--- config.mk ---
export PLATFORM = sky130hd
export DESIGN_NAME = joystick_scanner_flat
export DESIGN_NICKNAME = d
export VERILOG_FILES = /design/src/rtl/joystick_scanner_if.sv /design/src/rtl/joystick_scanner.sv /design/src/flat_wrapper.sv
export SDC_FILE = /design/constraint.sdc
export NUM_CORES = 1
export LEC_CHECK = 0
export BUFFER_PORTS_ARGS = -buffer_cell sky130_fd_sc_hd__buf_2
export CAP_MARGIN = 0
export CORE_MARGIN = 8
export CORE_UTILIZATION = 40
export CTS_CLUSTER_SIZE = 20
export DETAILED_ROUTE_END_ITERATION = 6
export MAX_ROUTING_LAYER = met4
export PLACE_DENSITY = 0.69
export SYNTH_ARGS = -nofsm -noshare
export SYNTH_HDL_FRONTEND = slang
export SYNTH_SLANG_ARGS = --single-unit
--- constraint.sdc ---
create_clock -name clk -period 4.9 [get_ports clk]
set_input_delay 0.98 -clock clk [delete_from_list [all_inputs] [get_ports clk]]
set_output_delay 0.98 -clock clk [all_outputs]
set_load 0.01 [all_outputs]
--- src/rtl/joystick_scanner_if.sv ---
// DRP bus between joystick_scanner (master) and xadc_wiz_0 (slave).
// Handshake: the master raises drp_den for exactly one cycle, with drp_daddr
// valid in that cycle. The slave later answers with a one-cycle drp_drdy;
// drp_do is valid only in that cycle. The master issues no new drp_den until
// it has seen the drp_drdy for the previous read (or has given up on it).
interface joystick_scanner_if;
  logic [6:0]  drp_daddr;
  logic        drp_den;
  logic [15:0] drp_do;
  logic        drp_drdy;

  modport master (output drp_daddr, output drp_den, input drp_do, input drp_drdy);
  modport slave  (input drp_daddr, input drp_den, output drp_do, output drp_drdy);
endinterface

--- src/rtl/joystick_scanner.sv ---
// joystick_scanner: sweeps NUM_CH XADC aux channels over DRP on each
// sample_req pulse, classifies each 12-bit sample as LOW/CENTRE/HIGH with
// hysteresis and a consecutive-sample filter, and drives direction flags.
// Optional: define JOYSCAN_TIMEOUT_EN to bound the wait for drp_drdy to
// TIMEOUT cycles; a timed-out channel keeps its old state and timeout_err
// latches until reset.
module joystick_scanner #(
  parameter int                  NUM_CH   = 4,
  parameter logic [NUM_CH*7-1:0] CH_ADDR  = {7'h1F, 7'h1E, 7'h17, 7'h16},
  parameter logic [11:0]         LOW_TH   = 12'h400,
  parameter logic [11:0]         HIGH_TH  = 12'hC00,
  parameter logic [11:0]         HYST     = 12'h080,
  parameter int                  FILT_CNT = 2,
  parameter int                  TIMEOUT  = 255
) (
  input  logic                  clk,
  input  logic                  reset,
  input  logic                  sample_req,
  joystick_scanner_if.master    drp,
  output logic [NUM_CH-1:0]     dir_lo,
  output logic [NUM_CH-1:0]     dir_hi,
  output logic [NUM_CH*12-1:0]  raw_val,
  output logic                  busy,
  output logic                  sweep_done,
  output logic                  timeout_err,
  output logic [2:0]            dbg_state
);
  typedef enum logic [2:0] {S_IDLE, S_REQ, S_WAIT, S_EVAL, S_DONE} state_t;

  localparam logic [1:0]  C_CENTRE = 2'd0;
  localparam logic [1:0]  C_LOW    = 2'd1;
  localparam logic [1:0]  C_HIGH   = 2'd2;
  // Hysteresis exit points, 13 bits so the sum cannot wrap.
  localparam logic [12:0] LO_EXIT  = {1'b0, LOW_TH} + {1'b0, HYST};
  localparam logic [12:0] HI_EXIT  = {1'b0, HIGH_TH} - {1'b0, HYST};

  state_t      state_q, state_d;
  logic [2:0]  ch_q, ch_d;
  logic [11:0] sample_q, sample_d;
  logic [11:0] raw_q  [NUM_CH];
  logic [1:0]  cls_q  [NUM_CH];
  logic [1:0]  pend_q [NUM_CH];
  logic [3:0]  cnt_q  [NUM_CH];
  logic        last_ch, timeout_hit;
  logic [1:0]  cur_cls, cur_pend, from_centre, cand, cls_d, pend_d;
  logic [3:0]  cur_cnt, run, cnt_d;
  logic [6:0]  daddr;
  logic [3:0]  unused_do_lsb;

  assign unused_do_lsb = drp.drp_do[3:0];
  assign last_ch       = (ch_q == 3'(NUM_CH - 1));

  // State, channel index and captured sample registers.
  always_ff @(posedge clk) begin
    if (!reset) begin
      state_q  <= S_IDLE;
      ch_q     <= '0;
      sample_q <= '0;
    end else begin
      state_q  <= state_d;
      ch_q     <= ch_d;
      sample_q <= sample_d;
    end
  end

  // Sweep sequencing: IDLE -> (REQ -> WAIT -> EVAL) per channel -> DONE.
  always_comb begin
    state_d  = state_q;
    ch_d     = ch_q;
    sample_d = sample_q;
    case (state_q)
      S_IDLE: if (sample_req) begin
        state_d = S_REQ;
        ch_d    = '0;
      end
      S_REQ:  state_d = S_WAIT;
      S_WAIT: begin
        if (drp.drp_drdy) begin
          sample_d = drp.drp_do[15:4];
          state_d  = S_EVAL;
        end else if (timeout_hit) begin
          state_d = last_ch ? S_DONE : S_REQ;
          ch_d    = last_ch ? ch_q : ch_q + 3'd1;
        end
      end
      S_EVAL: begin
        state_d = last_ch ? S_DONE : S_REQ;
        ch_d    = last_ch ? ch_q : ch_q + 3'd1;
      end
      S_DONE:  state_d = S_IDLE;
      default: state_d = S_IDLE;
    endcase
  end

`ifdef JOYSCAN_TIMEOUT_EN
  logic [15:0] wait_cnt_q;
  logic        to_err_q;

  assign timeout_hit = (wait_cnt_q == 16'(TIMEOUT - 1));
  assign timeout_err = to_err_q;

  // Count cycles spent in WAIT; latch the error when drdy never came.
  always_ff @(posedge clk) begin
    if (!reset) begin
      wait_cnt_q <= '0;
      to_err_q   <= 1'b0;
    end else begin
      wait_cnt_q <= (state_q == S_WAIT) ? wait_cnt_q + 16'd1 : '0;
      if (state_q == S_WAIT && !drp.drp_drdy && timeout_hit) to_err_q <= 1'b1;
    end
  end
`else
  logic [31:0] unused_timeout;
  assign unused_timeout = TIMEOUT;
  assign timeout_hit    = 1'b0;
  assign timeout_err    = 1'b0;
`endif

  // Select the state of the channel currently being swept.
  always_comb begin
    cur_cls  = C_CENTRE;
    cur_pend = C_CENTRE;
    cur_cnt  = '0;
    daddr    = CH_ADDR[6:0];
    for (int i = 0; i < NUM_CH; i++) begin
      if (ch_q == 3'(i)) begin
        cur_cls  = cls_q[i];
        cur_pend = pend_q[i];
        cur_cnt  = cnt_q[i];
        daddr    = CH_ADDR[i*7 +: 7];
      end
    end
  end

  // Candidate class with hysteresis, then the consecutive-agreement filter.
  always_comb begin
    from_centre = (sample_q < LOW_TH)  ? C_LOW  :
                  (sample_q > HIGH_TH) ? C_HIGH : C_CENTRE;
    case (cur_cls)
      C_LOW:   cand = ({1'b0, sample_q} < LO_EXIT) ? C_LOW  : from_centre;
      C_HIGH:  cand = ({1'b0, sample_q} > HI_EXIT) ? C_HIGH : from_centre;
      default: cand = from_centre;
    endcase
    // A run continues only while the same differing candidate repeats.
    run    = (cur_cnt != 4'd0 && cand == cur_pend) ?
             ((cur_cnt == 4'hF) ? 4'hF : cur_cnt + 4'd1) : 4'd1;
    cls_d  = cur_cls;
    pend_d = cur_pend;
    cnt_d  = cur_cnt;
    if (cand == cur_cls) begin
      cnt_d = '0;
    end else if (run >= 4'(FILT_CNT)) begin
      cls_d = cand;
      cnt_d = '0;
    end else begin
      cnt_d  = run;
      pend_d = cand;
    end
  end

  // Per-channel sample, class and filter registers, written in EVAL.
  always_ff @(posedge clk) begin
    if (!reset) begin
      for (int i = 0; i < NUM_CH; i++) begin
        raw_q[i]  <= '0;
        cls_q[i]  <= C_CENTRE;
        pend_q[i] <= C_CENTRE;
        cnt_q[i]  <= '0;
      end
    end else if (state_q == S_EVAL) begin
      for (int i = 0; i < NUM_CH; i++) begin
        if (ch_q == 3'(i)) begin
          raw_q[i]  <= sample_q;
          cls_q[i]  <= cls_d;
          pend_q[i] <= pend_d;
          cnt_q[i]  <= cnt_d;
        end
      end
    end
  end

  // Flatten per-channel state onto the output buses.
  always_comb begin
    for (int i = 0; i < NUM_CH; i++) begin
      dir_lo[i]           = (cls_q[i] == C_LOW);
      dir_hi[i]           = (cls_q[i] == C_HIGH);
      raw_val[i*12 +: 12] = raw_q[i];
    end
  end

  assign drp.drp_den   = (state_q == S_REQ);
  assign drp.drp_daddr = daddr;
  assign busy          = (state_q != S_IDLE);
  assign sweep_done    = (state_q == S_DONE);
  assign dbg_state     = state_q;
endmodule

--- src/flat_wrapper.sv ---
// flat-port wrapper written by rule: the top's interface ports become plain ports
module joystick_scanner_flat 
#(
  parameter int                  NUM_CH   = 4,
  parameter logic [NUM_CH*7-1:0] CH_ADDR  = {7'h1F, 7'h1E, 7'h17, 7'h16},
  parameter logic [11:0]         LOW_TH   = 12'h400,
  parameter logic [11:0]         HIGH_TH  = 12'hC00,
  parameter logic [11:0]         HYST     = 12'h080,
  parameter int                  FILT_CNT = 2,
  parameter int                  TIMEOUT  = 255
)
  (clk, reset, sample_req, dir_lo, dir_hi, raw_val, busy, sweep_done, timeout_err, dbg_state, drp_drp_daddr, drp_drp_den, drp_drp_do, drp_drp_drdy);
  joystick_scanner_if drp_i ();
  input  logic clk;
  input  logic reset;
  input  logic sample_req;
  output logic [NUM_CH-1:0] dir_lo;
  output logic [NUM_CH-1:0] dir_hi;
  output logic [NUM_CH*12-1:0] raw_val;
  output logic busy;
  output logic sweep_done;
  output logic timeout_err;
  output logic [2:0] dbg_state;
  output wire logic [$bits(drp_i.drp_daddr)-1:0] drp_drp_daddr;
  output wire logic [$bits(drp_i.drp_den)-1:0] drp_drp_den;
  input wire logic [$bits(drp_i.drp_do)-1:0] drp_drp_do;
  input wire logic [$bits(drp_i.drp_drdy)-1:0] drp_drp_drdy;
  assign drp_drp_daddr = drp_i.drp_daddr;
  assign drp_drp_den = drp_i.drp_den;
  assign drp_i.drp_do = drp_drp_do;
  assign drp_i.drp_drdy = drp_drp_drdy;
  joystick_scanner #(.NUM_CH(NUM_CH), .CH_ADDR(CH_ADDR), .LOW_TH(LOW_TH), .HIGH_TH(HIGH_TH), .HYST(HYST), .FILT_CNT(FILT_CNT), .TIMEOUT(TIMEOUT)) u_core (.clk(clk), .reset(reset), .sample_req(sample_req), .drp(drp_i), .dir_lo(dir_lo), .dir_hi(dir_hi), .raw_val(raw_val), .busy(busy), .sweep_done(sweep_done), .timeout_err(timeout_err), .dbg_state(dbg_state));
endmodule
# Yosys cells after proc, flatten, opt, wreduce, memory -nomap -nowiden
# Memories as Yosys holds them, arrays and structs flattened.
# Cells that the tools add are included.
[op_classes]
addsub = 2
n_lt_le_gt_ge = 5
eq_ne = 23
n_mux = 68
n_bitwise = 16
n_reduce_logical = 9
[ops]
columns = ["op", "n"]
rows = [
  ["two-way mux 4 bit", 14],
  ["two-way mux 12 bit", 4],
  ["two-way mux 2 bit", 24],
  ["> comparator 12 bit (second input constant)", 2],
  ["< comparator 12 x 11 -> 1 bit (second input constant)", 2],
  ["two-way mux 1 bit", 18],
  ["OR 1 bit", 16],
  ["two-way mux 3 bit", 5],
  ["equality test 3 x 2 -> 1 bit (second input constant)", 4],
  ["one-hot mux 3 bit (4 select lines)", 1],
  ["equality test 2 x 1 -> 1 bit (second input constant)", 5],
  ["equality test 2 bit (second input constant)", 5],
  ["equality test 3 x 1 -> 1 bit (second input constant)", 2],
  ["logical NOT 3 bit", 2],
  ["inequality test 2 bit (second input constant)", 3],
  ["one-hot mux 3 bit (2 select lines)", 1],
  ["adder 4 x 1 -> 4 bit (second input constant)", 1],
  ["equality test 2 bit", 2],
  ["equality test 4 bit (second input constant)", 1],
  ["greater-or-equal comparator 4 x 2 -> 1 bit (second input constant)", 1],
  ["one-hot mux 2 bit (2 select lines)", 1],
  ["AND reduction 2 bit", 2],
  ["nonzero test 4 bit", 1],
  ["adder 3 x 1 -> 3 bit (second input constant)", 1],
  ["5 further kinds", 5],
]
[totals]
ff_bits = 18
ram_bits = 80
output_inout_bits = 70
elab_cells = 130
n_memories = 4
[memory_table]
columns = ["name", "words", "width", "read_ports", "rd_ports_with_merged_regs", "write_ports", "line", "text"]
rows = [
  ["u_core.raw_q", 4, 12, 4, 0, 4, "joystick_scanner.sv:40", "logic [11:0] raw_q [NUM_CH];"],
  ["u_core.cnt_q", 4, 4, 4, 0, 4, "joystick_scanner.sv:43", "logic [3:0] cnt_q [NUM_CH];"],
  ["u_core.cls_q", 4, 2, 4, 0, 4, "joystick_scanner.sv:41", "logic [1:0] cls_q [NUM_CH];"],
  ["u_core.pend_q", 4, 2, 4, 0, 4, "joystick_scanner.sv:42", "logic [1:0] pend_q [NUM_CH];"],
]

# Longest topological paths before layout
[logic_depth]
depth_word = 14
mapped_depth = 14
depth_no_buf = 13

# Worst setup path before layout
# OpenSTA, ideal clock, no wires.
[synth_timing]
path_type = "reg2reg"
from = "reg u_core.state_q[1], in the netlist u_core.dbg_state[1]"
to = "mem u_core.cls_q[0][0] (enable)"
setup_time_ns = 0.425
arrival_time_ns = 2.309
required_time_ns = 4.475
setup_slack_ns = 2.166
path_stages_with_launch = 4
synth_period_minus_slack_ns = 2.734
cell_sequence = "dfxtp_1 -> nor2b_1 -> nand2_1 -> o21ai_0"
[synth_lines]
columns = ["item", "line", "text"]
rows = [
  ["start, declared", "joystick_scanner.sv:37", "state_t state_q, state_d;"],
  ["start signal, assigned", "joystick_scanner.sv:60", "state_q <= state_d;"],
  ["end, declared", "joystick_scanner.sv:41", ""],
]

==> impl_results.md <==
- Status: completed
- Synth area leaders: edfxtp_1, and2_1, dfxtp_1
- Overall routed net length: 10300 um
- Detailed placer's ending HPWL: 7331 um
- Synth warn: 0
- CTS-repair resized insts: 0
- TNS Setup: 0 ns
- Critical Path Slowest Stage Cell: dfxtp_1
- Max-Cap Viols: 0
- GPL Wtd Cong: 0.8406
- Register area share after synthesis: 61.44%
- Synth cell count leaders: edfxtp_1, and2_1, nand2_1
- Count leader, synth: edfxtp_1
- Synth top area share: 53.42%
- Initial antenna violation count: 0
- Critical Path AT: 3.65 ns
- Worst Setup End Kind: register
- FP Rows: 38
- Layout fillers: 960
- Vias in the first global route: 3310
- Initial Util: 41.30%
- Period utilization: 71.03%
- Crit path cell chain: inv_1, ha_1, or2_4, o21ai_0, a21oi_2, inv_1, ha_1, inv_1, and2_1, o21ai_0, nand3_1, a211oi_1
- Largest net degree at the start of global routing: 26
- Port Buffers: 79
- CTS Buf Count: 9
- Worst Tran Pin Value: 1.191 ns
- Boundary Pins: 90
- DRC violations left: 0
- Root buffer cell: clkbuf_8
- CP Max Fanout: 23
- Critical path class: reg -> reg
- Delay of the slowest critical-path stage: 0.56 ns
- Postcts setup bufs: 0
- Fin crit period: 3.481 ns
- Final Slew Violations: 0
- Max Clk Rate: 287.3 MHz
- Worst-Skew Late Latency: 0.37 ns
- Mean area per synthesized cell: 11.65 um^2
- Cells after synthesis: 386
- Slew margin rel.: 20.56%
- Synthesized area: 4497 um^2
- GR Overflow Total: 0
- Worst EP required: 5.07 ns
- Number of distinct library cells after synthesis: 51
- Seq cells post-synth: 98
- Clock transition at path regs: 0.10 ns
- Nets@finish: 496
- Static Leak: 2.132 nW
- Synth async-reset ratio: 0%
- # diodes: 0
- Die height: 122.0 um
- Detail Route Antenna Nets: 0
- Worst Skew: 0.01415 ns
- Ys flop type: edfxtp_1
- Area of the multi-input gates: 1627 um^2
- Vias/cell: 5.037
- Fin util: 48.06%
- Post-synth EDFFs: 80
- Total number of vias: 3093
- Setup violators final: 0
- Final hold violations: 0
- DR WL/cell: 16.78 um
- Cell mode on critical path: inv_1
- Peak supply drop: 0.1777 mV
- Pwr dens: 339.1 nW/um^2
- Synth area leader: edfxtp_1
- CTS max path bufs: 2
- Crit path launch type: register
- # hold bufs at CTS: 0
- Layout Area Growth over Synthesis: 16.36%
- Global-route wire length before repair: 16880 um
- Core area: 10890 um^2
- First-pass DRT Iterations: 5
- Min-delay worst type: reg -> reg
- GRT Total Usage: 14.81%
- Die width: 122.0 um
- Layout cell share with drive strength beyond 1: 22.57%
- H-tree lvl count: 3
- Sequential cell area: 2763 um^2
- CTS Sinks: 98
- CTS tree: yes
- Area of the die: 14890 um^2
- RSZ-0062 raised after global routing: false
- DR iter-0 viols: 212
==> cell type report <==
type                    instances  share of cell area [%]
clock inverters                 7                   1.769
well taps                     140                   3.348
inverters                      11                  0.7891
clock buffers                   9                   2.367
flip-flops and latches         98                   52.80
multi-input cells             268                   31.09
repair buffers                 81                   7.843
==> routing by layer <==
layer  up-vias  share of wire, %  GRT usage [%]  wire length [um]
li1       1517                 -              -                 -
met1      1452                43          18.03              4426
met2       114                48          24.39              4973
met3        10               7.6          2.453               786
met4         0               1.1          5.089               116
met5         -                 0              -                 0
==> cell usage in the layout, fill, tap and decap left out, types with 9 or more instances in the layout <==
| cell | synthesis | final |
|---|---|---|
| a211oi_1 | 13 | 13 |
| a21boi_0 | 12 | 12 |
| a21oi_1 | 12 | 12 |
| and2_1 | 58 | 58 |
| buf_2 | 4 | 79 |
| clkbuf_8 | 0 | 9 |
| conb_1 | 2 | 18 |
| dfxtp_1 | 18 | 18 |
| edfxtp_1 | 80 | 80 |
| inv_1 | 11 | 11 |
| nand2_1 | 40 | 40 |
| nor2_1 | 18 | 18 |
| nor2b_1 | 16 | 16 |
==> state kept, by name, summed over array words and instances (netlist names) <==
register / count
u_core.raw_q: 48
u_core.ch_q: 3
u_core.dbg_state: 3
u_core.cls_q: 8
u_core.pend_q: 8
u_core.sample_q: 12
u_core.cnt_q: 16
==> per-stage QoR <==
step / cell area, um^2 / hold slack, ns / setup slack (ns) / total power, mW / cells
4_1_cts: 5233 / 0.5210 / 1.452 / 1.786 / 614
3_5_place_dp: 5016 / 0.5076 / 1.490 / 1.236 / 598
2_1_floorplan: 4557 / 0.4764 / 2.166 / 1.153 / 402
6_report: 5233 / 0.5211 / 1.419 / 1.774 / 614
3_3_place_gp: 5016 / 0.4992 / 1.609 / 1.227 / 598
5_1_grt: 5233 / 0.5704 / 1.104 / 1.850 / 614
==> final timing paths <==
check             cells past startpoint  slack (ns)                 end                from
setup reg to reg                     12        1.42  u_core.cls_q[0][0]      u_core.ch_q[2]
hold reg to reg                       2        0.52  u_core.sample_q[1]  u_core.sample_q[1]
hold / removal                        2        0.52  u_core.sample_q[1]  u_core.sample_q[1]
setup / recovery                     12        1.42  u_core.cls_q[0][0]      u_core.ch_q[2]
==> kinds of logic (layout without fill, tap and decap cells) <==
family / Yosys count / count (layout) / share of synthesized area [%]
buffers and inverters: 36 / 108 / 3.979
AND/OR/NAND/NOR: 169 / 169 / 20.84
AO/OA/AOI/OAI: 72 / 72 / 11.24
adder cells (fa/ha/maj): 7 / 7 / 1.948
flip-flops: 98 / 98 / 61.44
other: 2 / 18 / 0.1670
XOR/XNOR: 2 / 2 / 0.3896
==> report_power, final <==
| part | internal (mW) | total [mW] | switching (mW) |
|---|---|---|---|
| sequential | 0.942 | 0.969 | 0.0279 |
| clock | 0.250 | 0.558 | 0.308 |
| combinational | 0.0880 | 0.247 | 0.158 |
==> critical path: cells and delay by family (launching register included) <==
kind,cells,cell delay [ns]
and+or+nand+nor,3,0.81
DFF,1,0.56
AOI/OAI and AO/OA,4,0.92
buffers and inverters,3,0.34
adders and majority gates,2,0.66
Power figures use the tool's default switching activity.
